File: src/rtl/elevator_fsm_pkg.sv
// Shared state encoding and output decode for the elevator control FSM.
// Output decode is a pure function of state, so every user of it stays a Moore machine.
package elevator_fsm_pkg;

    typedef enum logic [2:0] {
        IDLE      = 3'd0,
        MOVE_UP   = 3'd1,
        MOVE_DOWN = 3'd2,
        DOOR_OPEN = 3'd3,
        POP       = 3'd4,
        ALARM     = 3'd5
    } state_t;

    typedef struct packed {
        logic move_up;
        logic move_down;
        logic fifo_rd_en;
        logic alarm;
        logic open_door;
    } outs_t;

    // Exactly one output per active state, so motor and door drive are mutually exclusive.
    function automatic outs_t decode_outputs(input state_t s);
        outs_t o;
        o = '0;
        case (s)
            MOVE_UP:   o.move_up    = 1'b1;
            MOVE_DOWN: o.move_down  = 1'b1;
            DOOR_OPEN: o.open_door  = 1'b1;
            POP:       o.fifo_rd_en = 1'b1;
            ALARM:     o.alarm      = 1'b1;
            default:   o = '0;
        endcase
        return o;
    endfunction

endpackage

File: src/rtl/elevator_fsm.sv
// Elevator motion/door/fault controller: Moore FSM, outputs follow inputs one edge later.
// No backpressure: fifo_rd_en is a single-cycle pop per served request.
module elevator_fsm
    import elevator_fsm_pkg::*;
(
    input  logic i_fsm_clock,
    input  logic i_fsm_reset,
    input  logic i_ctrl_fsm_move_up,
    input  logic i_ctrl_fsm_move_down,
    input  logic i_ctrl_fsm_equal,
    input  logic i_fsm_error_flag,
    input  logic i_fsm_error_clear,
    input  logic i_counter_fsm_done,
    output logic o_fsm_move_up,
    output logic o_fsm_move_down,
    output logic o_fsm_fifo_rd_en,
    output logic o_fsm_alarm,
    output logic o_fsm_open_door
);

    state_t state;
    state_t state_nxt;
    outs_t  outs;

    always_ff @(posedge i_fsm_clock or negedge i_fsm_reset) begin
        if (!i_fsm_reset) begin
            state <= IDLE;
        end else begin
            state <= state_nxt;
        end
    end

    always_comb begin
        state_nxt = IDLE;
        case (state)
            IDLE: begin
                if (i_ctrl_fsm_equal)          state_nxt = DOOR_OPEN;
                else if (i_ctrl_fsm_move_up)   state_nxt = MOVE_UP;
                else if (i_ctrl_fsm_move_down) state_nxt = MOVE_DOWN;
                else                           state_nxt = IDLE;
            end
            MOVE_UP: begin
                if (i_ctrl_fsm_equal)         state_nxt = DOOR_OPEN;
                else if (!i_ctrl_fsm_move_up) state_nxt = IDLE;
                else                          state_nxt = MOVE_UP;
            end
            MOVE_DOWN: begin
                if (i_ctrl_fsm_equal)           state_nxt = DOOR_OPEN;
                else if (!i_ctrl_fsm_move_down) state_nxt = IDLE;
                else                            state_nxt = MOVE_DOWN;
            end
            DOOR_OPEN: begin
                state_nxt = i_counter_fsm_done ? POP : DOOR_OPEN;
            end
            POP: begin
                state_nxt = IDLE;
            end
            ALARM: begin
                // An acknowledge only counts once the fault itself has gone away.
                if (i_fsm_error_clear && !i_fsm_error_flag) state_nxt = IDLE;
                else                                        state_nxt = ALARM;
            end
            default: begin
                state_nxt = IDLE;
            end
        endcase

        if (i_fsm_error_flag && (state != ALARM)) begin
            state_nxt = ALARM;
        end
    end

    assign outs             = decode_outputs(state);
    assign o_fsm_move_up    = outs.move_up;
    assign o_fsm_move_down  = outs.move_down;
    assign o_fsm_fifo_rd_en = outs.fifo_rd_en;
    assign o_fsm_alarm      = outs.alarm;
    assign o_fsm_open_door  = outs.open_door;

endmodule

File: config.mk
export PLATFORM = sky130hd
export DESIGN_NAME = elevator_fsm
export DESIGN_NICKNAME = d
export VERILOG_FILES = /design/src/rtl/elevator_fsm_pkg.sv /design/src/rtl/elevator_fsm.sv
export SDC_FILE = /design/constraint.sdc
export NUM_CORES = 1
export LEC_CHECK = 0
export ABC_AREA = 1
export ABC_CLOCK_PERIOD_IN_PS = 1400
export BUFFER_PORTS_ARGS = -buffer_cell sky130_fd_sc_hd__buf_2
export CELL_PAD_IN_SITES_DETAIL_PLACEMENT = 0
export CELL_PAD_IN_SITES_GLOBAL_PLACEMENT = 1
export CORE_AREA = 3 3 40 42
export CTS_CLUSTER_SIZE = 14
export DETAILED_ROUTE_END_ITERATION = 10
export DIE_AREA = 0 0 43 45
export HOLD_SLACK_MARGIN = 0.1
export PLACE_DENSITY_LB_ADDON = 0.1
export SLEW_MARGIN = 20
export SYNTH_ARGS = -nofsm -noshare
export SYNTH_HDL_FRONTEND = slang
export SYNTH_SLANG_ARGS = --single-unit
File: constraint.sdc
create_clock -name i_fsm_clock -period 1.4 [get_ports i_fsm_clock]
set_clock_uncertainty 0.1 [all_clocks]
set_input_delay 0.07 -clock i_fsm_clock [delete_from_list [all_inputs] [get_ports i_fsm_clock]]
set_output_delay 0.07 -clock i_fsm_clock [all_outputs]
set_load 0.005 [all_outputs]
## Yosys cells after proc, flatten, opt, wreduce, memory -nomap -nowiden

Index checks and enable logic that the tools add are counted.

| word-level totals | value |
|---|---|
| register bits after elaboration | 3 |
| bits of input ports | 8 |
| output and inout port bits | 5 |
| word-level logic and storage cells | 26 |

| operators by class | value |
|---|---|
| equal/unequal tests | 6 |
| multiplexer cells | 15 |
| reduce and logical (&&, ||, !) cells | 4 |

Operators by type and width:

| cell | count |
|---|---|
| $pmux W3 S5 | 1 |
| $mux W3 | 4 |
| $mux W2 | 4 |
| $eq A3 B2 Y1 const B | 2 |
| $eq A3 B3 Y1 const B | 2 |
| $mux W1 | 6 |
| $eq A3 B1 Y1 const B | 1 |
| $logic_not A3 Y1 | 1 |
| $ne A3 B3 Y1 const B | 1 |
| $logic_and A1 B1 Y1 | 2 |
| $logic_not A1 Y1 | 1 |

## Depth between registers and ports, before layout

Gate-level depths: netlist of the first run.

| depth | value |
|---|---|
| depth after elaboration | 5 |
| depth in mapped cells | 7 |
| depth with buffers taken out | 7 |

## Worst setup path before layout of the first run

No wires, ideal clock.

| path | value |
|---|---|
| kind | flip-flop to flip-flop |
| start | reg state[2] |
| end | reg state[0] |
| library setup time | 68 ps |
| data arrival time | 885 ps |
| data required time | 1232 ps |
| slack | 347 ps |
| stages on the path, launching flop included | 8 |
| path buffers | 0 |
| period minus slack after synthesis | 1053 ps |
| path through | dfrtp_1 inv_2 nand2_1 nor2_1 nand2_1 nand2_1 nor2_1 nand3_1 |

| between the ends | value |
|---|---|
| longest elaborated chain between the ends | 3 |
| elaborated cells on any way between the ends | 9 |
| those cells by class | 5 x eq/ne; 2 x mux; 2 x reduce/logical |

Ends and longest elaborated chain:

| element | line | text |
|---|---|---|
| start: declaration | elevator_fsm.sv:21 | `state_t state;` |
| start signal: assignment | elevator_fsm.sv:29 | `state <= state_nxt;` |
| $eq A3 B3 Y1 (tied with other cells) | elevator_fsm.sv:35 | `case (state)` |
| $pmux W3 S5 or $logic_and A1 B1 Y1 (tied branches) | elevator_fsm.sv:35, elevator_fsm.sv:68 |  |
| $mux W3 * | elevator_fsm.sv:68 | `if (i_fsm_error_flag && (state != ALARM)) begin` |
| net state_nxt[0] | elevator_fsm.sv:22 | `state_t state_nxt;` |

The timed path passes the listed nets; every way through them passes the cells marked *.

## Worst setup path after layout of the first run

| path | value |
|---|---|
| start | reg state[2] |
| end | out o_fsm_move_down |

| between the ends | value |
|---|---|
| longest elaborated chain between the ends | 2 |

Ends and longest elaborated chain:

| element | line | text |
|---|---|---|
| $eq A3 B2 Y1 | elevator_fsm_pkg.sv:26 | `case (s)` |
| $mux W1 | elevator_fsm_pkg.sv:26 |  |
| end: declaration | elevator_fsm.sv:15 | `output logic o_fsm_move_down,` |

Every way passes these cells.

==> results of run 1 <==
## critical path, cell delays in order, from the launching register on
cell	delay, ns
sky130_fd_sc_hd__dfrtp_1	0.43
sky130_fd_sc_hd__inv_2	0.11
sky130_fd_sc_hd__nand2_1	0.05
sky130_fd_sc_hd__nor2_1	0.12
sky130_fd_sc_hd__buf_2	0.13
## per-layer routing
metal / up-vias / part of all wire
met4: 0 / 0
met2: 9 / 0.50
met1: 137 / 0.43
met3: 0 / 0.063
li1: 176 / -
met5: - / 0
## repair_timing
item | in CTS | in global routing
setup buffers | 0 | 0
endpoints found under the hold margin | 6 | 0
hold buffers | 6 | 0
## final cells by class
cell class | instances | area, um^2
inverter | 10 | 37.54
clock buffer | 4 | 26.28
timing repair buffer | 18 | 120.1
fill | 155 | 867.1
sequential | 3 | 75.07
multi-input combinational | 31 | 140.1
tap | 15 | 18.77
## cell usage in the layout (no fill, tap or decap), drive strengths merged
cell | synthesis | final
buf | 0 | 12
nor2 | 12 | 12
nand2 | 11 | 11
inv | 10 | 10
dlygate4sd3 | 0 | 6
nand3 | 4 | 4
clkbuf | 0 | 4
dfrtp | 3 | 3
nand4 | 1 | 1
o21ai | 1 | 1
a21oi | 1 | 1
nor3 | 1 | 1
## power groups by stage
stage	clock network, mW	logic [mW]	registers [mW]
2_1_floorplan	0	0.220	0.172
3_3_place_gp	0	0.331	0.190
3_5_place_dp	0	0.324	0.187
4_1_cts	0.156	0.337	0.186
5_1_grt	0.170	0.376	0.191
6_report	0.149	0.325	0.184
## logic make-up after synthesis
kind of cell,Yosys count,share of synthesized area
and+or+nand+nor,29,0.5149
buffers and inverters,10,0.1485
DFF,3,0.2970
AOI/OAI and AO/OA,2,0.03957
## worst max-delay path by stage
stage,endpoint,slack (ns),cells after the start
2_1_floorplan,state[0]$_DFF_PN0_,0.35,7
4_1_cts,o_fsm_move_down,0.12,4
6_report,o_fsm_move_down,0.15,4
3_5_place_dp,state[0]$_DFF_PN0_,0.25,7
5_1_grt,o_fsm_move_down,0.07,4
3_3_place_gp,state[0]$_DFF_PN0_,0.21,7
==> impl_metrics.prom, run 1 <==
# TYPE chip_impl_metric gauge
chip_impl_metric{name="sequentialPowerShare",unit=""} 0.280
chip_impl_info{name="ys_top_cells_by_count",value="10 x sky130_fd_sc_hd__nand2_1, 10 x sky130_fd_sc_hd__nor2_1, 8 x sky130_fd_sc_hd__inv_1, 4 x sky130_fd_sc_hd__nand3_1, 3 x sky130_fd_sc_hd__dfrtp_1"} 1
chip_impl_metric{name="net_count_synth",unit=""} 52
chip_impl_metric{name="cellInternalPower",unit="uW"} 370.9
chip_impl_metric{name="timing.reg2reg.setup_slack",unit="ns"} 0.28
chip_impl_info{name="critPathLaunchType",value="flop"} 1
chip_impl_metric{name="global_route_total_overflow",unit=""} 0
chip_impl_info{name="rsz0062_at_grt",value="no"} 1
chip_impl_metric{name="critical_path_peak_fanout",unit=""} 5
chip_impl_metric{name="diodes",unit=""} 0
chip_impl_metric{name="globalplace.congestion",unit=""} 0.6853
chip_impl_metric{name="post_synth_inst_count",unit=""} 44
chip_impl_metric{name="worst_setup_hold_path_clk_slew",unit="ns"} 0.04
chip_impl_metric{name="clkPwrFrac",unit=""} 0.226
chip_impl_metric{name="synth.ff_latch_count",unit=""} 3
chip_impl_metric{name="power.ir.vdd_worst",unit="mV"} 0.4933
chip_impl_metric{name="proportion_of_synthesized_chip_area_in_sequential_cells",unit=""} 0.2970
chip_impl_metric{name="ys.warnings.count",unit=""} 0
chip_impl_metric{name="netSwitchingPower",unit="uW"} 287.9
chip_impl_metric{name="achievable-frequency",unit="GHz"} 0.7983
chip_impl_info{name="clock_tree.root_cell",value="sky130_fd_sc_hd__clkbuf_4"} 1
chip_impl_metric{name="timing.max_cap.violations",unit=""} 0
chip_impl_metric{name="synth-edff-count",unit=""} 0
chip_impl_info{name="crit-reg2reg-launch",value="state[2]$_DFF_PN0_"} 1
chip_impl_info{name="hold_path_end",value="state[2]$_DFF_PN0_"} 1
chip_impl_metric{name="start_util",unit=""} 0.1967
chip_impl_metric{name="groute.usage.overall",unit=""} 0.08410
chip_impl_info{name="timing.hold.worst.class",value="in -> reg"} 1
chip_impl_metric{name="synth.top_cell.area_share",unit=""} 0.2970
chip_impl_metric{name="finalCoreUtilization",unit=""} 0.3252
chip_impl_info{name="top_regs",value="state: 3 flops"} 1
chip_impl_metric{name="postLayoutSetupSlackWorst",unit="ns"} 0.1473
chip_impl_info{name="worst_setup_path_startpoint",value="state[2]$_DFF_PN0_"} 1
chip_impl_metric{name="pwr-share-comb",unit=""} 0.494
chip_impl_metric{name="vias_after_detailed_routing",unit=""} 322
chip_impl_metric{name="largest_register_ff_count",unit=""} 3
chip_impl_metric{name="cells_resized_by_post_cts_repair",unit=""} 0
chip_impl_info{name="setup.worst_path.end_class",value="output port"} 1
chip_impl_metric{name="postRouteAntennaNets",unit=""} 0
chip_impl_metric{name="minimum_period_implied_by_the_final_worst_setup_slack",unit="ns"} 1.253
chip_impl_metric{name="worst_slew_pin_slew",unit="ns"} 0.2074
chip_impl_metric{name="die_y",unit="um"} 45
chip_impl_metric{name="pin_count_of_the_biggest_net_entering_global_routing",unit=""} 6
chip_impl_metric{name="layout.cell_area.non_filler",unit="um^2"} 417.9
chip_impl_metric{name="layout.nets",unit=""} 75
chip_impl_info{name="registers.top_by_ff_count",value="state"} 1
chip_impl_metric{name="global_route.usage.met3",unit=""} 0.02390
chip_impl_metric{name="global_route_wire_length_before_repair",unit="mm"} 1.200
chip_impl_metric{name="drt_first_pass_iters",unit=""} 2
chip_impl_info{name="synth_area_leader_cell",value="sky130_fd_sc_hd__dfrtp_1"} 1
chip_impl_metric{name="avgSynthCellArea",unit="um^2"} 5.744
chip_impl_metric{name="timing.hold.worst_path_depth",unit=""} 6
chip_impl_metric{name="drv_slew",unit=""} 0
chip_impl_metric{name="final_cell_count_no_fill",unit=""} 81
chip_impl_metric{name="floorplan.io_pins",unit=""} 13
chip_impl_metric{name="asyncSetResetFlopFracSynth",unit=""} 1.000
chip_impl_metric{name="timing.critical_path.required",unit="ns"} 1.23
chip_impl_metric{name="fin_crit_sh",unit=""} 0.8948
chip_impl_metric{name="antenna_found_initial",unit=""} 0
chip_impl_metric{name="number_of_port_buffers",unit=""} 12
chip_impl_metric{name="power.total",unit="uW"} 658.8
chip_impl_metric{name="drtIter0Drc",unit=""} 1
chip_impl_metric{name="powerDensity",unit="nW/um^2"} 1576
chip_impl_metric{name="grt_util_met1",unit=""} 0.09398
chip_impl_info{name="outcome",value="complete, no violations"} 1
chip_impl_metric{name="hpwlAfterDp",unit="um"} 603.7
chip_impl_metric{name="place_inst",unit=""} 71
chip_impl_metric{name="wirelength",unit="um"} 679
chip_impl_metric{name="synth_cell_types",unit=""} 13
chip_impl_metric{name="register_to_register_path_depth",unit=""} 7
chip_impl_info{name="grt_most_used_layer",value="met2"} 1
chip_impl_metric{name="post_place_setup_slack",unit="ns"} 0.2493
chip_impl_metric{name="syn_area",unit="um^2"} 252.7
chip_impl_metric{name="area_delta_synth_final",unit="%"} 65.35
chip_impl_metric{name="final_hold_violation_count",unit=""} 0
chip_impl_metric{name="power.switching_fraction",unit=""} 0.4371
chip_impl_metric{name="number_of_placement_rows",unit=""} 13
chip_impl_metric{name="dpl_cell_area",unit="um^2"} 331.6
chip_impl_metric{name="total_clock_buffers_created_by_cts",unit=""} 3
chip_impl_info{name="cts_tree",value="yes"} 1
chip_impl_metric{name="p_leak",unit="nW"} 0.2505
chip_impl_info{name="hold_path.startpoint",value="i_fsm_error_clear"} 1
chip_impl_metric{name="globalRouteMet2Util",unit=""} 0.1407
chip_impl_metric{name="die-width",unit="um"} 43
chip_impl_metric{name="placeable_core_area",unit="um^2"} 1285
chip_impl_metric{name="worst_slew_margin_rel",unit=""} 0.8617
chip_impl_info{name="worst_r2r_endpoint",value="state[0]$_DFF_PN0_"} 1
chip_impl_metric{name="cts-htree-levels",unit=""} 1
chip_impl_metric{name="cts.sink_count",unit=""} 3
chip_impl_metric{name="ctsLongestPathBuffers",unit=""} 2
chip_impl_metric{name="worst_skew_pair.late_latency",unit="ns"} 0.23
chip_impl_metric{name="first_global_vias",unit=""} 305
chip_impl_info{name="yosys_most_used_dff",value="sky130_fd_sc_hd__dfrtp_1"} 1
chip_impl_metric{name="drive_above_1_share",unit=""} 0.3030
chip_impl_info{name="critical_path_class",value="reg -> out"} 1
chip_impl_metric{name="finalSetupViolations",unit=""} 0
chip_impl_metric{name="setup_total_negative_slack",unit="ns"} 0
chip_impl_metric{name="critPathArrivalTime",unit="ns"} 1.08
chip_impl_metric{name="routed_wire_length_per_instance",unit="um"} 8.383
chip_impl_metric{name="die_area",unit="um^2"} 1935
chip_impl_metric{name="remaining_drc_errors",unit=""} 0
chip_impl_info{name="post_synth_main_area_contributors",value="sky130_fd_sc_hd__dfrtp_1 30%, sky130_fd_sc_hd__nand2_1 15%, sky130_fd_sc_hd__nor2_1 15%"} 1
chip_impl_metric{name="hold-worst-slack",unit="ns"} 0.1742
chip_impl_metric{name="via_count_normalized_by_instance_count",unit=""} 3.975
Note: power is estimated with default switching activity, not from simulation.
==> inputs of run 2 (changes only) <==
--- a/config.mk
+++ b/config.mk
@@ -9,11 +9,11 @@
 export ABC_CLOCK_PERIOD_IN_PS = 1400
 export BUFFER_PORTS_ARGS = -buffer_cell sky130_fd_sc_hd__buf_2
 export CELL_PAD_IN_SITES_DETAIL_PLACEMENT = 0
-export CELL_PAD_IN_SITES_GLOBAL_PLACEMENT = 1
-export CORE_AREA = 3 3 40 42
+export CELL_PAD_IN_SITES_GLOBAL_PLACEMENT = 2
+export CORE_MARGIN = 3
+export CORE_UTILIZATION = 18
 export CTS_CLUSTER_SIZE = 14
 export DETAILED_ROUTE_END_ITERATION = 10
-export DIE_AREA = 0 0 43 45
 export HOLD_SLACK_MARGIN = 0.1
 export PLACE_DENSITY_LB_ADDON = 0.1
 export SLEW_MARGIN = 20
==> impl_metrics.prom, run 2 (same netlist as run 1, synthesis figures left out) <==
# TYPE chip_impl_metric gauge
chip_impl_metric{name="largest_register_ff_count",unit=""} 3
chip_impl_info{name="outcome",value="complete, no violations"} 1
chip_impl_metric{name="global_route_total_overflow",unit=""} 0
chip_impl_metric{name="critical_path_peak_fanout",unit=""} 5
chip_impl_metric{name="worst_setup_hold_path_clk_slew",unit="ns"} 0.04
chip_impl_metric{name="crit_path_max_incr_delay",unit="ns"} 0.44
chip_impl_info{name="final_common_cell",value="sky130_fd_sc_hd__buf_2"} 1
chip_impl_metric{name="worst_slew_margin_rel",unit=""} 0.8603
chip_impl_metric{name="routed_wire_length_per_instance",unit="um"} 9.075
chip_impl_metric{name="via_count_normalized_by_instance_count",unit=""} 4.238
chip_impl_info{name="rsz0062_at_grt",value="no"} 1
chip_impl_info{name="top_regs",value="state: 3 flops"} 1
chip_impl_metric{name="timing.critical_path.buf_inv",unit=""} 2
chip_impl_info{name="setup.worst_path.end_class",value="output port"} 1
chip_impl_metric{name="ctsLongestPathBuffers",unit=""} 2
chip_impl_metric{name="layout.filler_cells",unit=""} 142
chip_impl_metric{name="remaining_drc_errors",unit=""} 0
chip_impl_metric{name="pin_count_of_the_biggest_net_entering_global_routing",unit=""} 6
chip_impl_info{name="timing.hold.worst.class",value="in -> reg"} 1
chip_impl_metric{name="number_of_placement_rows",unit=""} 12
chip_impl_info{name="slowest_stage",value="sky130_fd_sc_hd__dfrtp_1"} 1
chip_impl_metric{name="wirelength",unit="um"} 726
chip_impl_metric{name="number_of_port_buffers",unit=""} 12
chip_impl_metric{name="area_delta_synth_final",unit="%"} 64.85
chip_impl_info{name="cts_tree",value="yes"} 1
chip_impl_metric{name="die-width",unit="um"} 43.47
chip_impl_metric{name="power.total",unit="uW"} 671.4
chip_impl_metric{name="drtIter0Drc",unit=""} 7
chip_impl_metric{name="start_util",unit=""} 0.2104
chip_impl_metric{name="finalSetupViolations",unit=""} 0
chip_impl_metric{name="fin_crit_sh",unit=""} 0.8983
chip_impl_metric{name="layout.nets",unit=""} 75
chip_impl_metric{name="antenna_found_initial",unit=""} 0
chip_impl_metric{name="groute.usage.overall",unit=""} 0.08319
chip_impl_metric{name="diodes",unit=""} 0
chip_impl_metric{name="setup_total_negative_slack",unit="ns"} 0
chip_impl_metric{name="minimum_period_implied_by_the_final_worst_setup_slack",unit="ns"} 1.258
chip_impl_metric{name="cts-htree-levels",unit=""} 1
chip_impl_metric{name="final_hold_violation_count",unit=""} 0
chip_impl_info{name="registers.top_by_ff_count",value="state"} 1
chip_impl_metric{name="floorplan.io_pins",unit=""} 13
chip_impl_metric{name="post-cts-setup-buffer-count",unit=""} 0
chip_impl_metric{name="drive_above_1_share",unit=""} 0.3030
chip_impl_info{name="cp_cell_sequence",value="inv_2, nand2_1, nor2_1, buf_2"} 1
chip_impl_metric{name="timing.max_cap.violations",unit=""} 0
chip_impl_info{name="clock_tree.root_cell",value="sky130_fd_sc_hd__clkbuf_4"} 1
chip_impl_info{name="critical_path_class",value="reg -> out"} 1
chip_impl_metric{name="placeable_core_area",unit="um^2"} 1201
chip_impl_metric{name="vias_after_detailed_routing",unit=""} 339
chip_impl_metric{name="worst_slew_pin_slew",unit="ns"} 0.2096
chip_impl_metric{name="timing.reg2reg.setup_slack",unit="ns"} 0.24
chip_impl_metric{name="p_leak",unit="nW"} 0.2505
chip_impl_metric{name="drt_first_pass_iters",unit=""} 4
chip_impl_metric{name="die_area",unit="um^2"} 1890
chip_impl_metric{name="cts.sink_count",unit=""} 3
chip_impl_metric{name="worst_skew_pair.late_latency",unit="ns"} 0.23
chip_impl_metric{name="drv_slew",unit=""} 0
chip_impl_metric{name="die_y",unit="um"} 43.47
chip_impl_metric{name="power.ir.vdd_worst",unit="mV"} 0.5773
chip_impl_metric{name="critPathArrivalTime",unit="ns"} 1.09
chip_impl_metric{name="postRouteAntennaNets",unit=""} 0
chip_impl_metric{name="first_global_vias",unit=""} 286
chip_impl_metric{name="powerDensity",unit="nW/um^2"} 1611
chip_impl_metric{name="achievable-frequency",unit="GHz"} 0.7952
chip_impl_info{name="critPathLaunchType",value="flop"} 1
chip_impl_info{name="cpLargestDelayFamily",value="flip-flops"} 1
chip_impl_info{name="final_cell_mix",value="12 x sky130_fd_sc_hd__buf_2, 10 x sky130_fd_sc_hd__nand2_1, 10 x sky130_fd_sc_hd__nor2_1, 8 x sky130_fd_sc_hd__inv_1, 6 x sky130_fd_sc_hd__dlygate4sd3_1"} 1
chip_impl_metric{name="globalplace.congestion",unit=""} 0.6948
chip_impl_metric{name="global_route_wire_length_before_repair",unit="mm"} 1.159
chip_impl_metric{name="timing.critical_path.required",unit="ns"} 1.23
chip_impl_metric{name="total_clock_buffers_created_by_cts",unit=""} 3
run 2: cell counts in the layout (fill, tap and decap cells not counted):
Identical to the previous run, type by type.
run 2: path summary, 6_finish.rpt:
| kind | from | to | depth (start not counted) |
|---|---|---|---|
| worst max-delay path | state[2]$_DFF_PN0_ | o_fsm_move_down | 4 |
| worst min-delay path | i_fsm_error_clear | state[2]$_DFF_PN0_ | 6 |
| worst max register to register | state[2]$_DFF_PN0_ | state[0]$_DFF_PN0_ | 7 |
| worst min register to register | state[2]$_DFF_PN0_ | state[2]$_DFF_PN0_ | 3 |
| max in group asynchronous | i_fsm_reset | state[0]$_DFF_PN0_ | 3 |
| min in group asynchronous | i_fsm_reset | state[2]$_DFF_PN0_ | 3 |
run 2: cell type report:
cell class / count / area (um^2) / area share
inverter: 10 / 37.54 / 0.09009
multi-input combinational: 31 / 140.1 / 0.3363
sequential: 3 / 75.07 / 0.1802
timing repair buffer: 18 / 120.1 / 0.2883
tap: 14 / 17.52 / 0.04204
clock buffer: 4 / 26.28 / 0.06306
run 2: what timing repair did:
action	in CTS	in global routing
resized for setup	0	0
hold buffers	6	0
hold endpoints to repair	6	0
run 2: layer usage:
metal  GRT usage  routed length, um  up-vias
met5           0                  0        -
met4     0.05422                  0        0
met3     0.01245                 59        0
met2      0.1298                335       21
met1      0.1051                331      143
li1            -                  -      175
run 2: tightest hold or removal path, delay by kind of cell:
family	cells	cell delay [ns]
AND/OR/NAND/NOR	3	0.23
buffers and inverters	2	0.13
AO/OA/AOI/OAI	1	0.06
run 2: stage by stage:
stage               instance area (um^2)    util  hold slack [ns]  instances  setup slack [ns]
finish                             416.7  0.3469           0.1948         80            0.1424
global placement                   330.3  0.2750          -0.2346         70            0.2707
detailed placement                 330.3  0.2750          -0.2316         70            0.2429
global route                       416.7  0.3469           0.2502         80           0.05732
CTS                                416.7  0.3469           0.1791         80            0.1351
floorplan                          252.7       -          -0.3256         44            0.3466
run 2: report_power, final:
group          internal, mW  total [mW]  switching [mW]  leakage (nW)
Combinational         0.139       0.338           0.199         0.200
Clock                 0.107       0.149          0.0424        0.0150
Sequential            0.125       0.184          0.0594        0.0358
==> inputs of run 3 (changes only) <==
--- a/config.mk
+++ b/config.mk
@@ -14,9 +14,11 @@
 export CORE_UTILIZATION = 18
 export CTS_CLUSTER_SIZE = 14
 export DETAILED_ROUTE_END_ITERATION = 10
+export GPL_TIMING_DRIVEN = 0
 export HOLD_SLACK_MARGIN = 0.1
 export PLACE_DENSITY_LB_ADDON = 0.1
 export SLEW_MARGIN = 20
 export SYNTH_ARGS = -nofsm -noshare
 export SYNTH_HDL_FRONTEND = slang
 export SYNTH_SLANG_ARGS = --single-unit
+export TNS_END_PERCENT = 20
==> impl_metrics.prom, run 3 (same netlist as run 1, synthesis figures left out) <==
# TYPE chip_impl_metric gauge
chip_impl_info{name="outcome",value="complete, no violations"} 1
chip_impl_info{name="final_cell_mix",value="12 x sky130_fd_sc_hd__buf_2, 10 x sky130_fd_sc_hd__nand2_1, 10 x sky130_fd_sc_hd__nor2_1, 8 x sky130_fd_sc_hd__inv_1, 6 x sky130_fd_sc_hd__dlygate4sd3_1"} 1
chip_impl_metric{name="power.total",unit="uW"} 663.4
chip_impl_metric{name="power.switching_fraction",unit=""} 0.4408
chip_impl_info{name="timing.hold.worst.class",value="in -> reg"} 1
chip_impl_info{name="slowest_stage",value="sky130_fd_sc_hd__dfrtp_1"} 1
chip_impl_metric{name="cts.sink_count",unit=""} 3
chip_impl_metric{name="powerDensity",unit="nW/um^2"} 1592
chip_impl_metric{name="register_to_register_path_depth",unit=""} 7
chip_impl_metric{name="fin_crit_sh",unit=""} 0.8937
chip_impl_metric{name="drive_above_1_share",unit=""} 0.3030
chip_impl_metric{name="start_util",unit=""} 0.2104
chip_impl_info{name="final_common_cell",value="sky130_fd_sc_hd__buf_2"} 1
chip_impl_metric{name="global_route_total_overflow",unit=""} 0
chip_impl_metric{name="area_delta_synth_final",unit="%"} 64.85
chip_impl_info{name="critical_path_class",value="reg -> out"} 1
chip_impl_info{name="top_regs",value="state: 3 flops"} 1
chip_impl_metric{name="globalplace.congestion",unit=""} 0.6568
chip_impl_metric{name="layout.nets",unit=""} 75
chip_impl_metric{name="number_of_port_buffers",unit=""} 12
chip_impl_info{name="cpLargestDelayFamily",value="flip-flops"} 1
chip_impl_metric{name="groute.usage.overall",unit=""} 0.08655
chip_impl_metric{name="achievable-frequency",unit="GHz"} 0.7993
chip_impl_metric{name="timing.reg2reg.setup_slack",unit="ns"} 0.28
chip_impl_metric{name="via_count_normalized_by_instance_count",unit=""} 3.925
chip_impl_metric{name="total_clock_buffers_created_by_cts",unit=""} 3
chip_impl_metric{name="worst_setup_hold_path_clk_slew",unit="ns"} 0.03
chip_impl_info{name="hold_path.startpoint",value="i_fsm_error_clear"} 1
chip_impl_metric{name="drv_slew",unit=""} 0
chip_impl_metric{name="worst_skew_pair.late_latency",unit="ns"} 0.23
chip_impl_metric{name="die_y",unit="um"} 43.47
chip_impl_info{name="cp_cell_sequence",value="inv_2, nand2_1, nor2_1, buf_2"} 1
chip_impl_metric{name="placeable_core_area",unit="um^2"} 1201
chip_impl_metric{name="number_of_placement_rows",unit=""} 12
chip_impl_metric{name="wirelength",unit="um"} 688
chip_impl_metric{name="worst_slew_margin_rel",unit=""} 0.8633
chip_impl_info{name="hold_path_end",value="state[2]$_DFF_PN0_"} 1
chip_impl_metric{name="die-width",unit="um"} 43.47
chip_impl_metric{name="drtIter0Drc",unit=""} 2
chip_impl_metric{name="antenna_found_initial",unit=""} 0
chip_impl_metric{name="critical_path_peak_fanout",unit=""} 5
chip_impl_info{name="clock_tree.root_cell",value="sky130_fd_sc_hd__clkbuf_4"} 1
chip_impl_metric{name="global_route_wire_length_before_repair",unit="mm"} 1.235
chip_impl_info{name="setup.worst_path.end_class",value="output port"} 1
chip_impl_metric{name="cts-htree-levels",unit=""} 1
chip_impl_metric{name="drt_first_pass_iters",unit=""} 3
chip_impl_metric{name="remaining_drc_errors",unit=""} 0
chip_impl_metric{name="final_hold_violation_count",unit=""} 0
chip_impl_metric{name="crit_path_max_incr_delay",unit="ns"} 0.43
chip_impl_metric{name="netSwitchingPower",unit="uW"} 292.4
chip_impl_metric{name="post-cts-setup-buffer-count",unit=""} 0
chip_impl_metric{name="layout.filler_cells",unit=""} 149
chip_impl_info{name="rsz0062_at_grt",value="no"} 1
chip_impl_metric{name="postLayoutSetupSlackWorst",unit="ns"} 0.1488
chip_impl_metric{name="sequential_cell_area",unit="um^2"} 75.07
chip_impl_metric{name="dpl_cell_area",unit="um^2"} 330.3
chip_impl_metric{name="setup_total_negative_slack",unit="ns"} 0
chip_impl_metric{name="timing.critical_path.buf_inv",unit=""} 2
chip_impl_metric{name="routed_wire_length_per_instance",unit="um"} 8.600
chip_impl_metric{name="minimum_period_implied_by_the_final_worst_setup_slack",unit="ns"} 1.251
chip_impl_metric{name="power.ir.vdd_worst",unit="mV"} 0.7059
chip_impl_info{name="worst_setup_path_startpoint",value="state[2]$_DFF_PN0_"} 1
chip_impl_metric{name="ctsLongestPathBuffers",unit=""} 2
chip_impl_metric{name="p_leak",unit="nW"} 0.2505
chip_impl_metric{name="sequentialPowerShare",unit=""} 0.279
chip_impl_metric{name="timing.critical_path.required",unit="ns"} 1.23
chip_impl_metric{name="largest_register_ff_count",unit=""} 3
chip_impl_metric{name="vias_after_detailed_routing",unit=""} 314
chip_impl_metric{name="postRouteAntennaNets",unit=""} 0
chip_impl_info{name="worst_r2r_endpoint",value="state[0]$_DFF_PN0_"} 1
chip_impl_info{name="registers.top_by_ff_count",value="state"} 1
chip_impl_info{name="cts_tree",value="yes"} 1
chip_impl_metric{name="timing.hold.worst_path_depth",unit=""} 6
chip_impl_metric{name="pin_count_of_the_biggest_net_entering_global_routing",unit=""} 6
chip_impl_info{name="critPathLaunchType",value="flop"} 1
chip_impl_metric{name="finalCoreUtilization",unit=""} 0.3469
chip_impl_metric{name="pwr-share-comb",unit=""} 0.497
chip_impl_metric{name="finalSetupViolations",unit=""} 0
chip_impl_metric{name="post_place_setup_slack",unit="ns"} 0.2593
chip_impl_metric{name="worst_slew_pin_slew",unit="ns"} 0.2050
chip_impl_metric{name="diodes",unit=""} 0
chip_impl_metric{name="timing.max_cap.violations",unit=""} 0
chip_impl_metric{name="first_global_vias",unit=""} 299
chip_impl_metric{name="cellInternalPower",unit="uW"} 370.9
chip_impl_metric{name="multi_input_comb_area",unit="um^2"} 140.1
chip_impl_info{name="crit-reg2reg-launch",value="state[2]$_DFF_PN0_"} 1
chip_impl_metric{name="layout.cell_area.non_filler",unit="um^2"} 416.7
chip_impl_metric{name="clkPwrFrac",unit=""} 0.224
chip_impl_metric{name="critPathArrivalTime",unit="ns"} 1.08
chip_impl_metric{name="hpwlAfterDp",unit="um"} 571.6
chip_impl_metric{name="floorplan.io_pins",unit=""} 13
chip_impl_metric{name="die_area",unit="um^2"} 1890
==> run 3: cell counts in the layout (fill, tap and decap cells not counted) <==
No cell type changed its count.
==> run 3: stage by stage <==
step                hold slack (ns)  std cells
CTS                          0.1840         80
global route                 0.2542         80
global placement            -0.2366         70
floorplan                   -0.3256         44
finish                       0.1891         80
detailed placement          -0.2312         70
==> run 3: repair_timing <==
action | CTS | global route
resized for setup | 0 | 0
endpoints found under the hold margin | 6 | 0
hold buffers | 6 | 0
==> run 3: metal layers <==
metal	routed length (um)	vias up	GRT usage
met2	304	8	0.1150
li1	-	174	-
met3	52	0	0.04564
met4	0	0	0.05422
met5	0	-	0
met1	331	132	0.1076
==> run 3: how the worst max path moves through the flow <==
stage          cells after the start                  to
4_1_cts                            4     o_fsm_move_down
3_5_place_dp                       7  state[0]$_DFF_PN0_
6_report                           4     o_fsm_move_down
2_1_floorplan                      7  state[0]$_DFF_PN0_
5_1_grt                            4     o_fsm_move_down
3_3_place_gp                       7  state[0]$_DFF_PN0_
==> run 3: worst min-delay path: stages <==
cell	delay, ns
sky130_fd_sc_hd__buf_2	0.09
sky130_fd_sc_hd__inv_1	0.04
sky130_fd_sc_hd__nor2_1	0.03
sky130_fd_sc_hd__nor2_1	0.13
sky130_fd_sc_hd__a21oi_1	0.06
sky130_fd_sc_hd__nand2_1	0.06
==> run 3: power by group through the flow <==
stage	Clock [mW]	Combinational [mW]	Sequential, mW
2_1_floorplan	0	0.220	0.172
3_3_place_gp	0	0.318	0.187
3_5_place_dp	0	0.324	0.188
4_1_cts	0.157	0.338	0.187
5_1_grt	0.172	0.394	0.191
6_report	0.149	0.330	0.185
==> run 3: area by class of cell <==
type	instances	share of cell area
inverter	10	0.09009
clock buffer	4	0.06306
sequential	3	0.1802
tap	14	0.04204
multi-input combinational	31	0.3363
timing repair buffer	18	0.2883
